**src/rtl/sop_pla_pipe_if.sv**
```systemverilog
// sop_pla_pipe_if: bundle of all handshake/bus signals of sop_pla_pipe.
//   in_valid/in_ready/in_data      input vector stream
//   out_valid/out_ready/out_data   SOP result stream
//   cfg_we/cfg_ready/cfg_addr/cfg_data/cfg_err   config-write port
// slave  = the PLA block, master = the requester/consumer side.
interface sop_pla_pipe_if #(
  parameter int N_IN   = 3,
  parameter int N_TERM = 4,
  parameter int N_OUT  = 1
);
  localparam int CW = (2*N_IN+1 > N_TERM) ? 2*N_IN+1 : N_TERM;
  localparam int AW = (N_TERM+N_OUT > 2) ? $clog2(N_TERM+N_OUT) : 1;

  logic              in_valid;
  logic              in_ready;
  logic [N_IN-1:0]   in_data;
  logic              out_valid;
  logic              out_ready;
  logic [N_OUT-1:0]  out_data;
  logic              cfg_we;
  logic              cfg_ready;
  logic [AW-1:0]     cfg_addr;
  logic [CW-1:0]     cfg_data;
  logic              cfg_err;

  modport slave (
    input  in_valid, in_data, out_ready, cfg_we, cfg_addr, cfg_data,
    output in_ready, out_valid, out_data, cfg_ready, cfg_err
  );
  modport master (
    output in_valid, in_data, out_ready, cfg_we, cfg_addr, cfg_data,
    input  in_ready, out_valid, out_data, cfg_ready, cfg_err
  );
endinterface

```
**src/rtl/sop_pla_pipe.sv**
```systemverilog
// sop_pla_pipe: programmable sum-of-products evaluator, two pipeline stages.
//   clk    rising-edge clock
//   rst_n  asynchronous active-low reset
//   bus    sop_pla_pipe_if.slave: input stream, output stream, config port
// Stage 1 registers the product terms, stage 2 registers the OR planes.
// Term entry:   cfg_data[0]=en, [N_IN:1]=mask, [2*N_IN:N_IN+1]=val.
// Output entry: cfg_data[N_TERM-1:0]=or_sel.
module sop_pla_pipe #(
  parameter int N_IN   = 3,
  parameter int N_TERM = 4,
  parameter int N_OUT  = 1
) (
  input  logic             clk,
  input  logic             rst_n,
  sop_pla_pipe_if.slave    bus
);
  localparam int AW = (N_TERM+N_OUT > 2) ? $clog2(N_TERM+N_OUT) : 1;

  logic [N_TERM-1:0]            r_en;
  logic [N_TERM-1:0][N_IN-1:0]  r_mask;
  logic [N_TERM-1:0][N_IN-1:0]  r_val;
  logic [N_OUT-1:0][N_TERM-1:0] r_or_sel;
  logic [N_TERM-1:0]            r_s1_prod;
  logic                         r_s1_valid;
  logic                         r_s2_valid;
  logic [N_OUT-1:0]             r_out_data;
  logic                         r_cfg_err;

  logic              w_cfg_ready, w_cfg_take, w_in_ready, w_in_fire, w_s2_load;
  logic              w_addr_ok;
  logic [N_TERM-1:0] w_prod;
  logic [N_OUT-1:0]  w_sop;

  // Config may only land while nothing is in flight, so no vector ever
  // straddles two configurations.
  assign w_cfg_ready = !r_s1_valid && !r_s2_valid;
  assign w_cfg_take  = bus.cfg_we && w_cfg_ready;
  assign w_s2_load   = r_s1_valid && (!r_s2_valid || bus.out_ready);
  // A config write steals the cycle from the input stream.
  assign w_in_ready  = (!r_s1_valid || w_s2_load) && !w_cfg_take;
  assign w_in_fire   = bus.in_valid && w_in_ready;

  assign bus.in_ready  = w_in_ready;
  assign bus.cfg_ready = w_cfg_ready;
  assign bus.out_valid = r_s2_valid;
  assign bus.out_data  = r_out_data;
  assign bus.cfg_err   = r_cfg_err;

  // AND plane: a bit with mask=0 is don't-care, otherwise must equal val.
  always_comb begin
    w_prod = '0;
    for (int t = 0; t < N_TERM; t++)
      w_prod[t] = r_en[t] & (&(~r_mask[t] | ~(bus.in_data ^ r_val[t])));
  end

  // OR plane on the registered terms.
  always_comb begin
    w_sop = '0;
    for (int o = 0; o < N_OUT; o++)
      w_sop[o] = |(r_s1_prod & r_or_sel[o]);
  end

  always_comb begin
    w_addr_ok = 1'b0;
    for (int a = 0; a < N_TERM+N_OUT; a++)
      if (bus.cfg_addr == AW'(a)) w_addr_ok = 1'b1;
  end

  // Config arrays; an out-of-range address matches no entry.
  always_ff @(posedge clk or negedge rst_n) begin
    if (!rst_n) begin
      r_en      <= '0;
      r_mask    <= '0;
      r_val     <= '0;
      r_or_sel  <= '0;
      r_cfg_err <= 1'b0;
    end else begin
      r_cfg_err <= w_cfg_take && !w_addr_ok;
      if (w_cfg_take) begin
        for (int t = 0; t < N_TERM; t++)
          if (bus.cfg_addr == AW'(t)) begin
            r_en[t]   <= bus.cfg_data[0];
            r_mask[t] <= bus.cfg_data[N_IN:1];
            r_val[t]  <= bus.cfg_data[2*N_IN:N_IN+1];
          end
        for (int o = 0; o < N_OUT; o++)
          if (bus.cfg_addr == AW'(N_TERM+o))
            r_or_sel[o] <= bus.cfg_data[N_TERM-1:0];
      end
    end
  end

  // Pipeline: stage 2 holds while stalled, stage 1 drains into it when it can.
  always_ff @(posedge clk or negedge rst_n) begin
    if (!rst_n) begin
      r_s1_prod  <= '0;
      r_s1_valid <= 1'b0;
      r_s2_valid <= 1'b0;
      r_out_data <= '0;
    end else begin
      if (w_in_fire) begin
        r_s1_prod  <= w_prod;
        r_s1_valid <= 1'b1;
      end else if (w_s2_load) begin
        r_s1_valid <= 1'b0;
      end
      if (w_s2_load) begin
        r_out_data <= w_sop;
        r_s2_valid <= 1'b1;
      end else if (bus.out_ready) begin
        r_s2_valid <= 1'b0;
      end
    end
  end
endmodule

```
**src/flat_wrapper.sv**
```systemverilog
// flat-port wrapper written by rule: the top's interface ports become plain ports
module sop_pla_pipe_flat 
#(
  parameter int N_IN   = 3,
  parameter int N_TERM = 4,
  parameter int N_OUT  = 1
)
  (clk, rst_n, bus_in_valid, bus_in_data, bus_out_ready, bus_cfg_we, bus_cfg_addr, bus_cfg_data, bus_in_ready, bus_out_valid, bus_out_data, bus_cfg_ready, bus_cfg_err);
  sop_pla_pipe_if #(.N_IN(N_IN), .N_TERM(N_TERM), .N_OUT(N_OUT)) bus_i ();
  input  logic clk;
  input  logic rst_n;
  input wire logic [$bits(bus_i.in_valid)-1:0] bus_in_valid;
  input wire logic [$bits(bus_i.in_data)-1:0] bus_in_data;
  input wire logic [$bits(bus_i.out_ready)-1:0] bus_out_ready;
  input wire logic [$bits(bus_i.cfg_we)-1:0] bus_cfg_we;
  input wire logic [$bits(bus_i.cfg_addr)-1:0] bus_cfg_addr;
  input wire logic [$bits(bus_i.cfg_data)-1:0] bus_cfg_data;
  output wire logic [$bits(bus_i.in_ready)-1:0] bus_in_ready;
  output wire logic [$bits(bus_i.out_valid)-1:0] bus_out_valid;
  output wire logic [$bits(bus_i.out_data)-1:0] bus_out_data;
  output wire logic [$bits(bus_i.cfg_ready)-1:0] bus_cfg_ready;
  output wire logic [$bits(bus_i.cfg_err)-1:0] bus_cfg_err;
  assign bus_i.in_valid = bus_in_valid;
  assign bus_i.in_data = bus_in_data;
  assign bus_i.out_ready = bus_out_ready;
  assign bus_i.cfg_we = bus_cfg_we;
  assign bus_i.cfg_addr = bus_cfg_addr;
  assign bus_i.cfg_data = bus_cfg_data;
  assign bus_in_ready = bus_i.in_ready;
  assign bus_out_valid = bus_i.out_valid;
  assign bus_out_data = bus_i.out_data;
  assign bus_cfg_ready = bus_i.cfg_ready;
  assign bus_cfg_err = bus_i.cfg_err;
  sop_pla_pipe #(.N_IN(N_IN), .N_TERM(N_TERM), .N_OUT(N_OUT)) u_core (.clk(clk), .rst_n(rst_n), .bus(bus_i));
endmodule
```
**config.mk**
```make
export PLATFORM = sky130hd
export DESIGN_NAME = sop_pla_pipe_flat
export DESIGN_NICKNAME = d
export VERILOG_FILES = /design/src/rtl/sop_pla_pipe_if.sv /design/src/rtl/sop_pla_pipe.sv /design/src/flat_wrapper.sv
export SDC_FILE = /design/constraint.sdc
export NUM_CORES = 1
export LEC_CHECK = 0
export ABC_AREA = 1
export CAP_MARGIN = 0
export CORE_MARGIN = 5
export CORE_UTILIZATION = 55
export DETAILED_ROUTE_END_ITERATION = 6
export GPL_ROUTABILITY_DRIVEN = 0
export PLACE_DENSITY_LB_ADDON = 0.2
export SETUP_SLACK_MARGIN = 0.3
export SYNTH_ARGS = -nofsm -noshare
export SYNTH_HDL_FRONTEND = slang
export SYNTH_SLANG_ARGS = --single-unit
```
**constraint.sdc**
```tcl
create_clock -name clk -period 1.5 [get_ports clk]
set_input_delay 0.45 -clock clk [delete_from_list [all_inputs] [get_ports clk]]
set_output_delay 0.45 -clock clk [all_outputs]
set_load 0.05 [all_outputs]
```
==> flow_summary.yaml <==
detailed_routing:
  ant_nets: 0
  drt-total-wl_um: 5420
  firstDrtPassIters: 7
  drt_iter0_markers: 82
  num_vias: 1761
  drc: 0
  wl_per_cell_um: 16.6
  via_per_inst: 5.40
synth:
  avgSynthCellArea_sq_um: 8.66
  synthTopCellsByCount: "74 x nand2_1, 40 x dfrtp_1, 23 x inv_1"
  synthDistinctLibCells: 22
  synth.cell_area_sq_mm: 0.00196
  synth_top_area_frac: 0.512
  synth_edf_count: 0
  synth_fp_nets: 244
  netlist_top_cells_area: "dfrtp_1 51%, nand2_1 14%, o21ai_2 7.6%, inv_1 4.4%, nor2_1 4.2%"
  yosysMostFrequentCell: "nand2_1"
  synthCells: 226
  yosysWarnings: 0
  ys_seq_area_frac: 0.512
  synth-async-reset-ratio: 1.00
  synth_ff_type: "dfrtp_1"
  synth-seq-cells: 40
  synth_largest_area_cell: "dfrtp_1"
placed_design:
  pre_cts_ws_ns: -0.353
  place_area_sq_mm: 0.00237
  hpwl_um: 2800
  io_buffers: 22
sta:
  maxSlewHeadroom: 0.718
  maxSlewViolCount: 0
  hold_ws_ns: 0.0420
  grt_setup_unrepaired: "yes"
  fmax_mhz: 551
  clock_skew_ns: 0.0126
  finalSetupViolations: 35
  setup_slack_ns: -0.314
  hold_viol: 0
  min_period_ns: 1.81
  worst_pin_slew_ns: 0.422
  finalCritPeriodShare: 1.21
worst_setup_path:
  worstSetupEndpointType: "output pin"
  cp-startpoint: "u_core.bus.out_valid"
  path_class: "reg2out"
  arrival_ns: 1.36
  startpoint_type: "flop"
  r2r-end: "u_core.r_or_sel[2]"
  crit_required_ns: 1.05
  setup.worst_path.end: "bus_in_ready"
  rr_worst_depth: 10
  worst-path-max-fanout: 3
  r2r_start: "u_core.bus.out_valid"
  reg2reg_slack_ns: -0.12
global_routing:
  grt_first_pass_wirelength_um: 8070
  grt_max_degree: 41
  grt_pass1_vias: 1636
  grt_overflow: 0
  antenna_found_initial: 0
  grt_use_total: 0.216
floorplanning:
  die_h_um: 69.7
  start_util: 0.577
  io_pins: 23
  num_rows: 21
  die_w_um: 69.7
  die_area_sq_mm: 0.00485
  core_area_sq_mm: 0.00339
run:
  cap_viol_max_count: 0
status:
  violations: "setup timing"
  outcome: "complete, but fails checks"
clock_tree:
  tritoncts: "built"
  root_buffer: "clkbuf_4"
  clockBufferDepth: 2
  htreeDepth: 2
  clock_sinks: 40
  clock_latency_ns: 0.35
  clk_pin_slew_ns: 0.12
  cts_made_buffers: 5
finish:
  insertedDiodeCount: 0
  finalNetCount: 297
  final_core_util: 0.835
  area_growth_pct: 44.7
  fillers: 182
  finish.instance_area_sq_mm: 0.00283
  layout-drive-gt1-share: 0.439
min_path:
  hold_path.class: "in2async"
power:
  p_leak_nw: 1.35
  powerDensity_mw_per_mm2: 1210
  vdd_drop_max_v: 0.000686
worst min path at each step:
| stage | startpoint | to | slack, ns | depth (start not counted) |
|---|---|---|---|---|
| after floorplan | rst_n | u_core.bus.cfg_err | 0.15 | 0 |
| after global routing | rst_n | u_core.r_val[5] | 0.05 | 2 |
| after detailed placement | rst_n | u_core.r_val[9] | 0.44 | 2 |
| after CTS | rst_n | u_core.r_or_sel[2] | 0.04 | 2 |
| after global placement | rst_n | u_core.r_mask[9] | 0.43 | 2 |
| final | rst_n | u_core.r_val[4] | 0.04 | 2 |
worst max-delay path: stages, from the launching register on:
cell        delay [ns]
dfrtp_2           0.46
nor2_4            0.17
nand2_4           0.07
nand2_4           0.07
clkinvlp_4        0.09
buf_12            0.15
flip-flops by register name, summed over array words and instances (netlist names):
signal                count
u_core.r_mask            12
u_core.r_val             12
u_core.r_en               4
u_core.r_or_sel           4
u_core.r_s1_prod          4
u_core.bus.cfg_err        1
u_core.bus.out_data       1
u_core.bus.out_valid      1
u_core.r_s1_valid         1
stage by stage:
step / TNS [ns] / total power, W / std cells
finish: -3.07 / 0.00341 / 326
global placement: -8.82 / 0.00252 / 302
CTS: -0.655 / 0.00321 / 321
floorplan: -0.958 / 0.00220 / 226
detailed placement: -10.08 / 0.00257 / 302
global route: -4.83 / 0.00360 / 326
final cells by class:
cell class,count,area (sq um),area share
Inverter,26,114,0.0402
Clock inverter,1,5.00,0.00177
Multi-Input combinational cell,158,1070,0.376
Clock buffer,7,45.0,0.0159
Sequential cell,40,1000,0.354
Tap cell,46,57.6,0.0203
Timing Repair Buffer,48,541,0.191
what timing repair did:
action,4_1_cts,5_1_grt
endpoints found under the setup margin,43,43
pin swaps,19,10
gates resized for setup,40,34
buffers inserted,7,5
hold buffers,0,0
cloned,4,0
report_power, final:
group / switching, W / total [W] / internal, W
Sequential: 0.000280 / 0.00166 / 0.00138
Clock: 0.000334 / 0.000517 / 0.000183
Combinational: 0.000637 / 0.00124 / 0.000603
Total: 0.00125 / 0.00341 / 0.00216
logic make-up after synthesis:
logic type / count (synthesis) / share of synthesized area
buffers and inverters: 32 / 0.0876
DFF: 40 / 0.512
AOI/OAI and AO/OA: 33 / 0.117
and+or+nand+nor: 121 / 0.284
per-layer routing:
metal,vias up,wire length (um),global-route usage
met2,77,2800,0.360
met5,-,0,0
met1,846,2110,0.258
met3,18,337,0.0725
li1,820,-,-
met4,0,168,0.0830
cell usage in the layout (no fill, tap or decap), drive strengths merged, types with 2 or more instances in the layout:
cell	count
dfrtp	40
dlygate4sd2	6
buf	32
o21ai	32
inv	24
clkdlybuf4s50	10
nand3	12
clkinv	2
nor3	4
nand2	84
nor2	24
clkbuf	7
Note: power is estimated with default switching activity, not from simulation.
